File: src/rtl/instruction_fetch.sv
// Instruction fetch stage with IF/ID pipeline register.
// Word fetches over req/ack; redirects honour the branch delay slot.
module instruction_fetch #(
  parameter logic [31:0] RESET_PC = 32'h0000_0000
) (
  input  logic        clk,
  input  logic        rst_n,
  input  logic        stall,
  input  logic        jump_branch,
  input  logic        jump_target,
  input  logic        jump_reg,
  input  logic [31:0] jr_pc,
  output logic        imem_req,
  output logic [31:0] imem_addr,
  input  logic        imem_ack,
  input  logic [31:0] imem_rdata,
  output logic [31:0] pc_id,
  output logic [31:0] instr_id,
  output logic        valid_id
);

  typedef enum logic {
    FETCH = 1'b0,
    HOLD  = 1'b1
  } state_t;

  state_t      state;
  state_t      state_nx;
  logic        run;
  logic [31:0] req_pc;
  logic [31:0] hold_pc;
  logic [31:0] hold_instr;
  logic        pend_valid;
  logic [31:0] pend_target;
  logic        accept;
  logic        ack;
  logic        redir;
  logic [31:0] pc4;
  logic [31:0] br_off;
  logic [31:0] target;

  assign imem_req  = run & (state == FETCH);
  assign imem_addr = req_pc;
  assign accept    = ~stall | ~valid_id;
  assign ack       = imem_ack & imem_req;
  assign redir     = valid_id & ~stall &
                     (jump_reg | jump_target | jump_branch);
  assign pc4       = pc_id + 32'd4;
  assign br_off    = {{14{instr_id[15]}},
                      instr_id[15:0], 2'b00};

  // Redirect target, jump_reg wins over J, J wins over branch
  always_comb begin
    target = pc4 + br_off;
    priority case (1'b1)
      jump_reg:    target = jr_pc;
      jump_target: target = {pc4[31:28],
                             instr_id[25:0], 2'b00};
      default:     target = pc4 + br_off;
    endcase
  end

  // FSM state register
  always_ff @(posedge clk or negedge rst_n) begin
    if (!rst_n) begin
      state <= FETCH;
    end else begin
      state <= state_nx;
    end
  end

  // Park in HOLD when a fetch lands while ID cannot take it
  always_comb begin
    state_nx = state;
    unique case (state)
      FETCH: if (ack && !accept) state_nx = HOLD;
      HOLD:  if (accept) state_nx = FETCH;
      default: state_nx = FETCH;
    endcase
  end

  // Fetch address, hold buffer, deferred redirect and IF/ID
  always_ff @(posedge clk or negedge rst_n) begin
    if (!rst_n) begin
      run         <= 1'b0;
      req_pc      <= RESET_PC;
      hold_pc     <= '0;
      hold_instr  <= '0;
      pend_valid  <= 1'b0;
      pend_target <= '0;
      pc_id       <= '0;
      instr_id    <= '0;
      valid_id    <= 1'b0;
    end else begin
      run <= 1'b1;
      if (state == FETCH) begin
        if (ack) begin
          if (accept) begin
            pc_id    <= req_pc;
            instr_id <= imem_rdata;
            valid_id <= 1'b1;
          end else begin
            hold_pc    <= req_pc;
            hold_instr <= imem_rdata;
          end
          if (redir) begin
            req_pc <= target;
          end else if (pend_valid) begin
            req_pc <= pend_target;
          end else begin
            req_pc <= req_pc + 32'd4;
          end
          pend_valid <= 1'b0;
        end else begin
          if (accept) begin
            instr_id <= '0;
            valid_id <= 1'b0;
          end
          if (redir) begin
            pend_valid  <= 1'b1;
            pend_target <= target;
          end
        end
      end else begin
        if (accept) begin
          pc_id    <= hold_pc;
          instr_id <= hold_instr;
          valid_id <= 1'b1;
        end
        if (redir) begin
          req_pc <= target;
        end
      end
    end
  end

endmodule

File: config.mk
export PLATFORM = sky130hd
export DESIGN_NAME = instruction_fetch
export DESIGN_NICKNAME = d
export VERILOG_FILES = /design/src/rtl/instruction_fetch.sv
export SDC_FILE = /design/constraint.sdc
export NUM_CORES = 1
export LEC_CHECK = 0
export BUFFER_PORTS_ARGS = -buffer_cell sky130_fd_sc_hd__buf_4
export CELL_PAD_IN_SITES_DETAIL_PLACEMENT = 1
export CELL_PAD_IN_SITES_GLOBAL_PLACEMENT = 1
export CORE_MARGIN = 1
export CORE_UTILIZATION = 44
export CTS_BUF_LIST = sky130_fd_sc_hd__clkbuf_16
export CTS_CLUSTER_DIAMETER = 200
export CTS_CLUSTER_SIZE = 14
export DETAILED_ROUTE_END_ITERATION = 10
export HOLD_SLACK_MARGIN = 0.15
export PLACE_DENSITY = 0.91
export SETUP_SLACK_MARGIN = 0.4
export SLEW_MARGIN = 20
export SYNTH_ARGS = -nofsm -noshare
export SYNTH_HDL_FRONTEND = slang
export SYNTH_SLANG_ARGS = --single-unit
export TNS_END_PERCENT = 50
File: constraint.sdc
create_clock -name clk -period 4.9 [get_ports clk]
set_input_delay 0.49 -clock clk [delete_from_list [all_inputs] [get_ports clk]]
set_output_delay 0.49 -clock clk [all_outputs]
set_load 0.1 [all_outputs]
==> impl_metrics.env, run 1 <==
export IMPL_outcome="finished, final reports clean"
export IMPL_drc_errors=0
export IMPL_synthAdderAreaFrac_pct=4.061
export IMPL_cts_tree="yes"
export IMPL_synth_top_family_by_area="compound AO/OA/AOI/OAI gates"
export IMPL_clk_latency_ns=0.45
export IMPL_grt_first_pass_wirelength_um=64890
export IMPL_worstPathRequired_ns=5.28
export IMPL_period_needed_ns=4.154
export IMPL_synth_cell_types=73
export IMPL_final_nets=1480
export IMPL_first_pass_iters=5
export IMPL_routed_via_density=6.190
export IMPL_synth_edf_count=0
export IMPL_syn2layout_area_growth_pct=18.51
export IMPL_synth_simple_area_share_pct=15.19
export IMPL_slew_violations=0
export IMPL_syn_area_um2=11580
export IMPL_cts_reportedPaths_clkPinSlew_ns=0.08
export IMPL_ys_flop_type="dfrtp_1"
export IMPL_relSlewSlack_pct=25.91
export IMPL_synth_top_area_cell="dfrtp_1"
export IMPL_synth_xor_xnor_area_share_pct=5.444
export IMPL_hold_viol_final=0
export IMPL_hpwl_um=29960
export IMPL_grt_pass1_vias=11270
export IMPL_wire_per_inst_um=24.06
export IMPL_grt_antenna_before_repair=0
export IMPL_place_congestion=0.9696
export IMPL_p_total_mw=8.676
export IMPL_post_route_cell_area_um2=13730
export IMPL_synth_async_sr_flop_share_pct=100.0
export IMPL_synth_seq_cells=196
export IMPL_dp_slack_ns=0.9102
export IMPL_drt_initial_drc_count=796
export IMPL_fin_ws_ns=0.7457
export IMPL_crit_path_start_kind="register"
export IMPL_p_leak_nw=6.049
export IMPL_ys_seq_area_share_pct=42.34
export IMPL_regArea_um2=4910
export IMPL_syn_nets=1357
export IMPL_endpoint_kind="register"
export IMPL_tightest_slew_ns=1.107
export IMPL_rows=59
export IMPL_rsz0062_at_grt="no"
export IMPL_whs_ns=0.2774
export IMPL_max_cap_viol_count=0
export IMPL_synthTopCellsByArea="dfrtp_1 42%, mux2_2 7.0%, nand2_1 4.9%, o21ai_0 4.7%, ha_1 3.9%"
export IMPL_die_area_um2=26980
export IMPL_period_share_pct=84.78
export IMPL_regToRegSetupSlack_ns=0.75
export IMPL_syn_area_per_cell_um2=9.274
export IMPL_cts_buffers=17
export IMPL_worst_setup_path_type="register to register"
export IMPL_fmax_mhz=240.7
export IMPL_dp_cells=1687
export IMPL_num_vias=10650
export IMPL_track_usage_pct=31.82
export IMPL_dieHeight_um=164.3
export IMPL_ant_nets=0
export IMPL_yosysWarningCount=0
export IMPL_synth_compound_area_share_pct=19.51
export IMPL_worstPathArrival_ns=4.53
export IMPL_synth_top_cell_area_share_pct=42.34
export IMPL_antennaDiodeCount=0
export IMPL_fin_cells=1720
export IMPL_hp_class="input port to register"
export IMPL_htree_num_levels=4
export IMPL_die_w_um=164.3
export IMPL_critPathMaxFanout=9
export IMPL_finalClockSkew_ns=0.01061
export IMPL_port_buffers=168
export IMPL_tns_ns=0
export IMPL_grt_ovfl_total=0
export IMPL_layout_drive_gt1_share_pct=23.10
export IMPL_core_area_um2=25910
export IMPL_netlist_instances=1249
export IMPL_ioPinCount=169
export IMPL_initial_core_util_pct=44.71
export IMPL_cts_root_buf="clkbuf_16"
export IMPL_yosys_mux_area_fraction_pct=10.29
export IMPL_drt_total_wl_um=41380
export IMPL_multiInputGateArea_um2=6352
export IMPL_placement_cell_area_um2=13130
export IMPL_setup_viol_count_final=0
export IMPL_n_fill_cell=2965
export IMPL_grt_max_degree=119
export IMPL_max_clock_path_buffers=2
export IMPL_p_per_area_nw_per_um2=632.0
export IMPL_vdd_ir_drop_max_mv=0.6769
export IMPL_final_util_pct=52.98
export IMPL_cts_sinks=196
worst paths after layout:
kind | from | to | cells after the start
max | pc_id[4]$_DFFE_PN0P_ | imem_addr[13]$_DFFE_PN0P_ | 14
min | imem_rdata[2] | hold_instr[2]$_DFFE_PN0P_ | 2
max reg2reg | pc_id[4]$_DFFE_PN0P_ | imem_addr[13]$_DFFE_PN0P_ | 14
min reg2reg | pend_target[4]$_DFFE_PN0P_ | pend_target[4]$_DFFE_PN0P_ | 2
max in group asynchronous | rst_n | imem_addr[14]$_DFFE_PN0P_ | 3
min in group asynchronous | rst_n | instr_id[15]$_DFFE_PN0N_ | 2
sequential cells by signal, indices dropped and copies added (netlist names), 32 cells and up:
signal	flops
hold_instr	32
hold_pc	32
imem_addr	32
instr_id	32
pc_id	32
pend_target	32
synth_stat cells, drive strengths merged (4+ instances only):
| master | n |
|---|---|
| a21oi | 91 |
| and4 | 5 |
| nor2b | 4 |
| a211oi | 11 |
| buf | 24 |
| a221o | 4 |
| o31ai | 8 |
| a21o | 15 |
| mux2i | 37 |
| o21ai | 119 |
| nand2b | 7 |
| mux2 | 73 |
| o211ai | 12 |
| a22oi | 42 |
| dfrtp | 196 |
| or2 | 4 |
| o21a | 4 |
| o21bai | 5 |
| ha | 36 |
| clkbuf | 55 |
| a21boi | 4 |
| nor3 | 13 |
| and3 | 23 |
| and2 | 5 |
| nand4 | 22 |
| inv | 14 |
| nor2 | 107 |
| nand2 | 152 |
| nand3 | 29 |
| a31oi | 6 |
| o2111ai | 5 |
| or3 | 6 |
| xnor2 | 44 |
| o22ai | 8 |
| xor2 | 28 |
report_power, final:
group,internal [mW],switching (mW)
registers,2.15,0.671
logic,1.27,3.17
clock network,0.682,0.737
cell type report:
type,count,share of cell area (%)
Tap cell,335,3.053
Clock buffer,17,3.099
Multi-Input combinational cell,960,46.27
Clock inverter,15,1.176
Timing Repair Buffer,183,10.25
Inverter,14,0.3828
Sequential cell,196,35.76
logic make-up (layout without fill, tap and decap cells):
family	after synthesis	count (layout)
AOI/OAI and AO/OA	355	355
adders and majority gates	37	37
muxes	110	110
xor gates and xnor gates	72	72
DFF	196	196
buffers and inverters	93	229
and+or+nand+nor	385	385
other	1	1
layer usage:
| layer | GRT usage [%] | vias up | share of wire, % | wire length [µm] |
|---|---|---|---|---|
| li1 | - | 4753 | - | - |
| met3 | 6.616 | 100 | 6.6 | 2739 |
| met1 | 38.90 | 5392 | 40 | 16590 |
| met5 | 0 | - | 0 | 0 |
| met2 | 53.15 | 402 | 49 | 20090 |
| met4 | 15.66 | 0 | 4.7 | 1953 |
critical path, cell delays in order, from the launching register on:
cell and delay [ns]:
dfrtp_1 0.45, and3_1 0.41, and3_1 0.45, nand3_1 0.17
xnor2_1 0.21, ha_1 0.30, and3_4 0.20, a22oi_1 0.23
nand2_1 0.16, o22ai_1 0.29, xnor2_1 0.17, mux2i_1 0.09
o21ai_0 0.56, o21ai_0 0.22, a21oi_1 0.17
timing repair:
item / 4_1_cts / 5_1_grt
hold buffers: 1 / 0
endpoints found under the setup margin: 0 / 2
endpoints found under the hold margin: 78 / 0
setup buffers: 0 / 0
resized for setup: 0 / 1
cell usage in the layout (no fill, tap or decap), drive strengths merged, types with 11 or more instances in the layout:
| cell type | instances |
|---|---|
| mux2i | 37 |
| nor3 | 13 |
| o211ai | 12 |
| dfrtp | 196 |
| ha | 36 |
| clkbuf | 18 |
| xor2 | 28 |
| and3 | 23 |
| xnor2 | 44 |
| a211oi | 11 |
| a21o | 15 |
| o21ai | 119 |
| inv | 19 |
| nand4 | 22 |
| buf | 181 |
| nand2 | 152 |
| mux2 | 73 |
| a21oi | 91 |
| a22oi | 42 |
| nor2 | 107 |
| nand3 | 29 |
No activity file was read; power rests on OpenSTA's default activity.
==> inputs of run 2 (changes only) <==
--- a/config.mk
+++ b/config.mk
@@ -9,13 +9,13 @@
 export CELL_PAD_IN_SITES_DETAIL_PLACEMENT = 1
 export CELL_PAD_IN_SITES_GLOBAL_PLACEMENT = 1
 export CORE_MARGIN = 1
-export CORE_UTILIZATION = 44
+export CORE_UTILIZATION = 40
 export CTS_BUF_LIST = sky130_fd_sc_hd__clkbuf_16
 export CTS_CLUSTER_DIAMETER = 200
 export CTS_CLUSTER_SIZE = 14
 export DETAILED_ROUTE_END_ITERATION = 10
 export HOLD_SLACK_MARGIN = 0.15
-export PLACE_DENSITY = 0.91
+export PLACE_DENSITY = 0.88
 export SETUP_SLACK_MARGIN = 0.4
 export SLEW_MARGIN = 20
 export SYNTH_ARGS = -nofsm -noshare
==> constraint.sdc (replaced) <==
create_clock -name clk -period 3.75 [get_ports clk]
set_input_delay 0.375 -clock clk [delete_from_list [all_inputs] [get_ports clk]]
set_output_delay 0.375 -clock clk [all_outputs]
set_load 0.1 [all_outputs]
==> run 2 against run 1 <==
The run now ends with setup timing left. Count of clock-buffer cells in the layout unchanged. Global-route usage rose by 0.68 points. Non-clock buffer count grew 95. Via count grew 6.7%. First-iteration DRC count grew 25%. Hold slack worse by 0.12 ns. Register-to-register slack worse by 0.76 ns. Core utilization increased by 0.85 points. Setup slack lost 0.76 ns. Critical endpoint is now imem_addr[31]$_DFFE_PN0P_. Largest cell class unchanged.
==> impl_metrics.env, run 2 (synthesis results as in run 1) <==
export IMPL_die_w_um=172.2
export IMPL_worst_setup_path_type="register to register"
export IMPL_max_clock_path_buffers=2
export IMPL_htree_num_levels=4
export IMPL_grt_first_pass_wirelength_um=71500
export IMPL_endpoint_kind="register"
export IMPL_grt_ovfl_total=0
export IMPL_multiInputGateArea_um2=6940
export IMPL_tns_ns=-0.01851
export IMPL_crit_end="imem_addr[31]$_DFFE_PN0P_"
export IMPL_hpwl_um=32520
export IMPL_slew_violations=0
export IMPL_core_area_um2=28160
export IMPL_track_usage_pct=32.50
export IMPL_port_buffers=168
export IMPL_most_common_layout_cells="270 x buf_4, 174 x dfrtp_1, 145 x nand2_1"
export IMPL_rows=61
export IMPL_routed_via_density=6.113
export IMPL_crit_path_start_kind="register"
export IMPL_drc_errors=0
export IMPL_cts_sinks=196
export IMPL_fmax_mhz=265.5
export IMPL_grt_antenna_before_repair=0
export IMPL_syn2layout_area_growth_pct=30.88
export IMPL_critPathMaxFanout=4
export IMPL_cts_tree="yes"
export IMPL_ioPinCount=169
export IMPL_crit_start="pc_id[8]$_DFFE_PN0P_"
export IMPL_cts_buffers=17
export IMPL_grt_pass1_vias=12010
export IMPL_period_needed_ns=3.766
export IMPL_clk_latency_ns=0.46
export IMPL_finalClockSkew_ns=0.01666
export IMPL_n_fill_cell=3140
export IMPL_drt_total_wl_um=47530
export IMPL_outcome="complete, but fails checks"
export IMPL_layout_drive_gt1_share_pct=34.53
export IMPL_fin_ws_ns=-0.01619
export IMPL_max_cap_viol_count=0
export IMPL_p_total_mw=12.44
export IMPL_regToRegStartpoint="pc_id[8]$_DFFE_PN0P_"
export IMPL_hp_class="input port to register"
export IMPL_p_per_area_nw_per_um2=820.8
export IMPL_first_pass_iters=5
export IMPL_period_share_pct=100.4
export IMPL_initial_core_util_pct=41.13
export IMPL_regArea_um2=4967
export IMPL_setup_viol_count_final=2
export IMPL_num_vias=11360
export IMPL_dieHeight_um=172.2
export IMPL_p_leak_nw=6.713
export IMPL_r2r_end="imem_addr[31]$_DFFE_PN0P_"
export IMPL_place_congestion=0.9297
export IMPL_vdd_ir_drop_max_mv=0.4806
export IMPL_worstPathRequired_ns=4.11
export IMPL_reg2reg_depth=16
export IMPL_hold_viol_final=0
export IMPL_ant_nets=0
export IMPL_tightest_slew_ns=1.056
export IMPL_rsz0062_at_grt="yes"
export IMPL_final_util_pct=53.83
export IMPL_cts_root_buf="clkbuf_16"
export IMPL_final_nets=1575
export IMPL_whs_ns=0.1588
export IMPL_cts_reportedPaths_clkPinSlew_ns=0.09
export IMPL_post_route_cell_area_um2=15160
export IMPL_placement_cell_area_um2=13610
export IMPL_worstPathArrival_ns=4.13
export IMPL_antennaDiodeCount=0
export IMPL_wire_per_inst_um=25.58
export IMPL_grt_max_degree=109
export IMPL_die_area_um2=29640
export IMPL_regToRegSetupSlack_ns=-0.02
export IMPL_violations="setup timing"
export IMPL_drt_initial_drc_count=994
export IMPL_final_common_cell="buf_4"
export IMPL_relSlewSlack_pct=29.34
## run 2: worst min path at each step
stage                                           start                           to  slack, ns  cells past startpoint
after global routing                   imem_rdata[26]   hold_instr[26]$_DFFE_PN0P_       0.15                      2
after CTS                              imem_rdata[28]   hold_instr[28]$_DFFE_PN0P_       0.15                      2
after detailed placement  pend_target[22]$_DFFE_PN0P_  pend_target[22]$_DFFE_PN0P_       0.48                      2
after floorplan                                 rst_n    hold_instr[0]$_DFFE_PN0P_       0.08                      0
after global placement     pend_target[4]$_DFFE_PN0P_   pend_target[4]$_DFFE_PN0P_       0.45                      2
final                                  imem_rdata[26]   hold_instr[26]$_DFFE_PN0P_       0.16                      2
## run 2: timing repair
action / 4_1_cts / 5_1_grt
gates resized for setup: 71 / 29
hold buffers: 5 / 1
pin swaps: 47 / 27
endpoints found under the hold margin: 107 / 1
gates cloned: 0 / 0
endpoints found under the setup margin: 40 / 44
buffers inserted: 38 / 8
## run 2: power breakdown
group / internal [mW] / switching [mW]
clock network: 0.909 / 0.992
logic: 2.18 / 4.63
registers: 2.85 / 0.885
## run 2: critical path, cell delays in order (launching register included)
cell and delay [ns]:
dfrtp_4 0.43, nand4_1 0.21, nor4_4 0.35, and2_4 0.20, nand2_4 0.09, nor3_4 0.24, xnor2_2 0.15, ha_1 0.29
a21o_1 0.21, o21bai_4 0.18, a211oi_2 0.26, o21ai_2 0.09, o32ai_2 0.22, xnor2_1 0.16, a21oi_1 0.10, o31a_1 0.32
o211ai_2 0.16
## run 2: stage by stage
step | instances | setup WS (ns)
floorplan | 1249 | -0.007057
global placement | 1774 | 0.06232
detailed placement | 1774 | -0.03404
CTS | 1849 | 0.2189
global route | 1858 | -0.2155
finish | 1858 | -0.01619
## run 2: final cells by class
class	count	share of cell area, %
clock inverter	15	1.197
inverter	14	0.3466
sequential	196	32.76
multi-input combinational	960	45.78
clock buffer	17	2.806
tap	378	3.120
timing repair buffer	278	13.99
## run 2: metal layers
metal	wire length, µm	vias to the layer above	track usage (%)
li1	-	4928	-
met1	18090	5775	37.28
met4	3279	0	20.47
met5	0	-	0
met2	23010	503	55.17
met3	3145	152	6.844
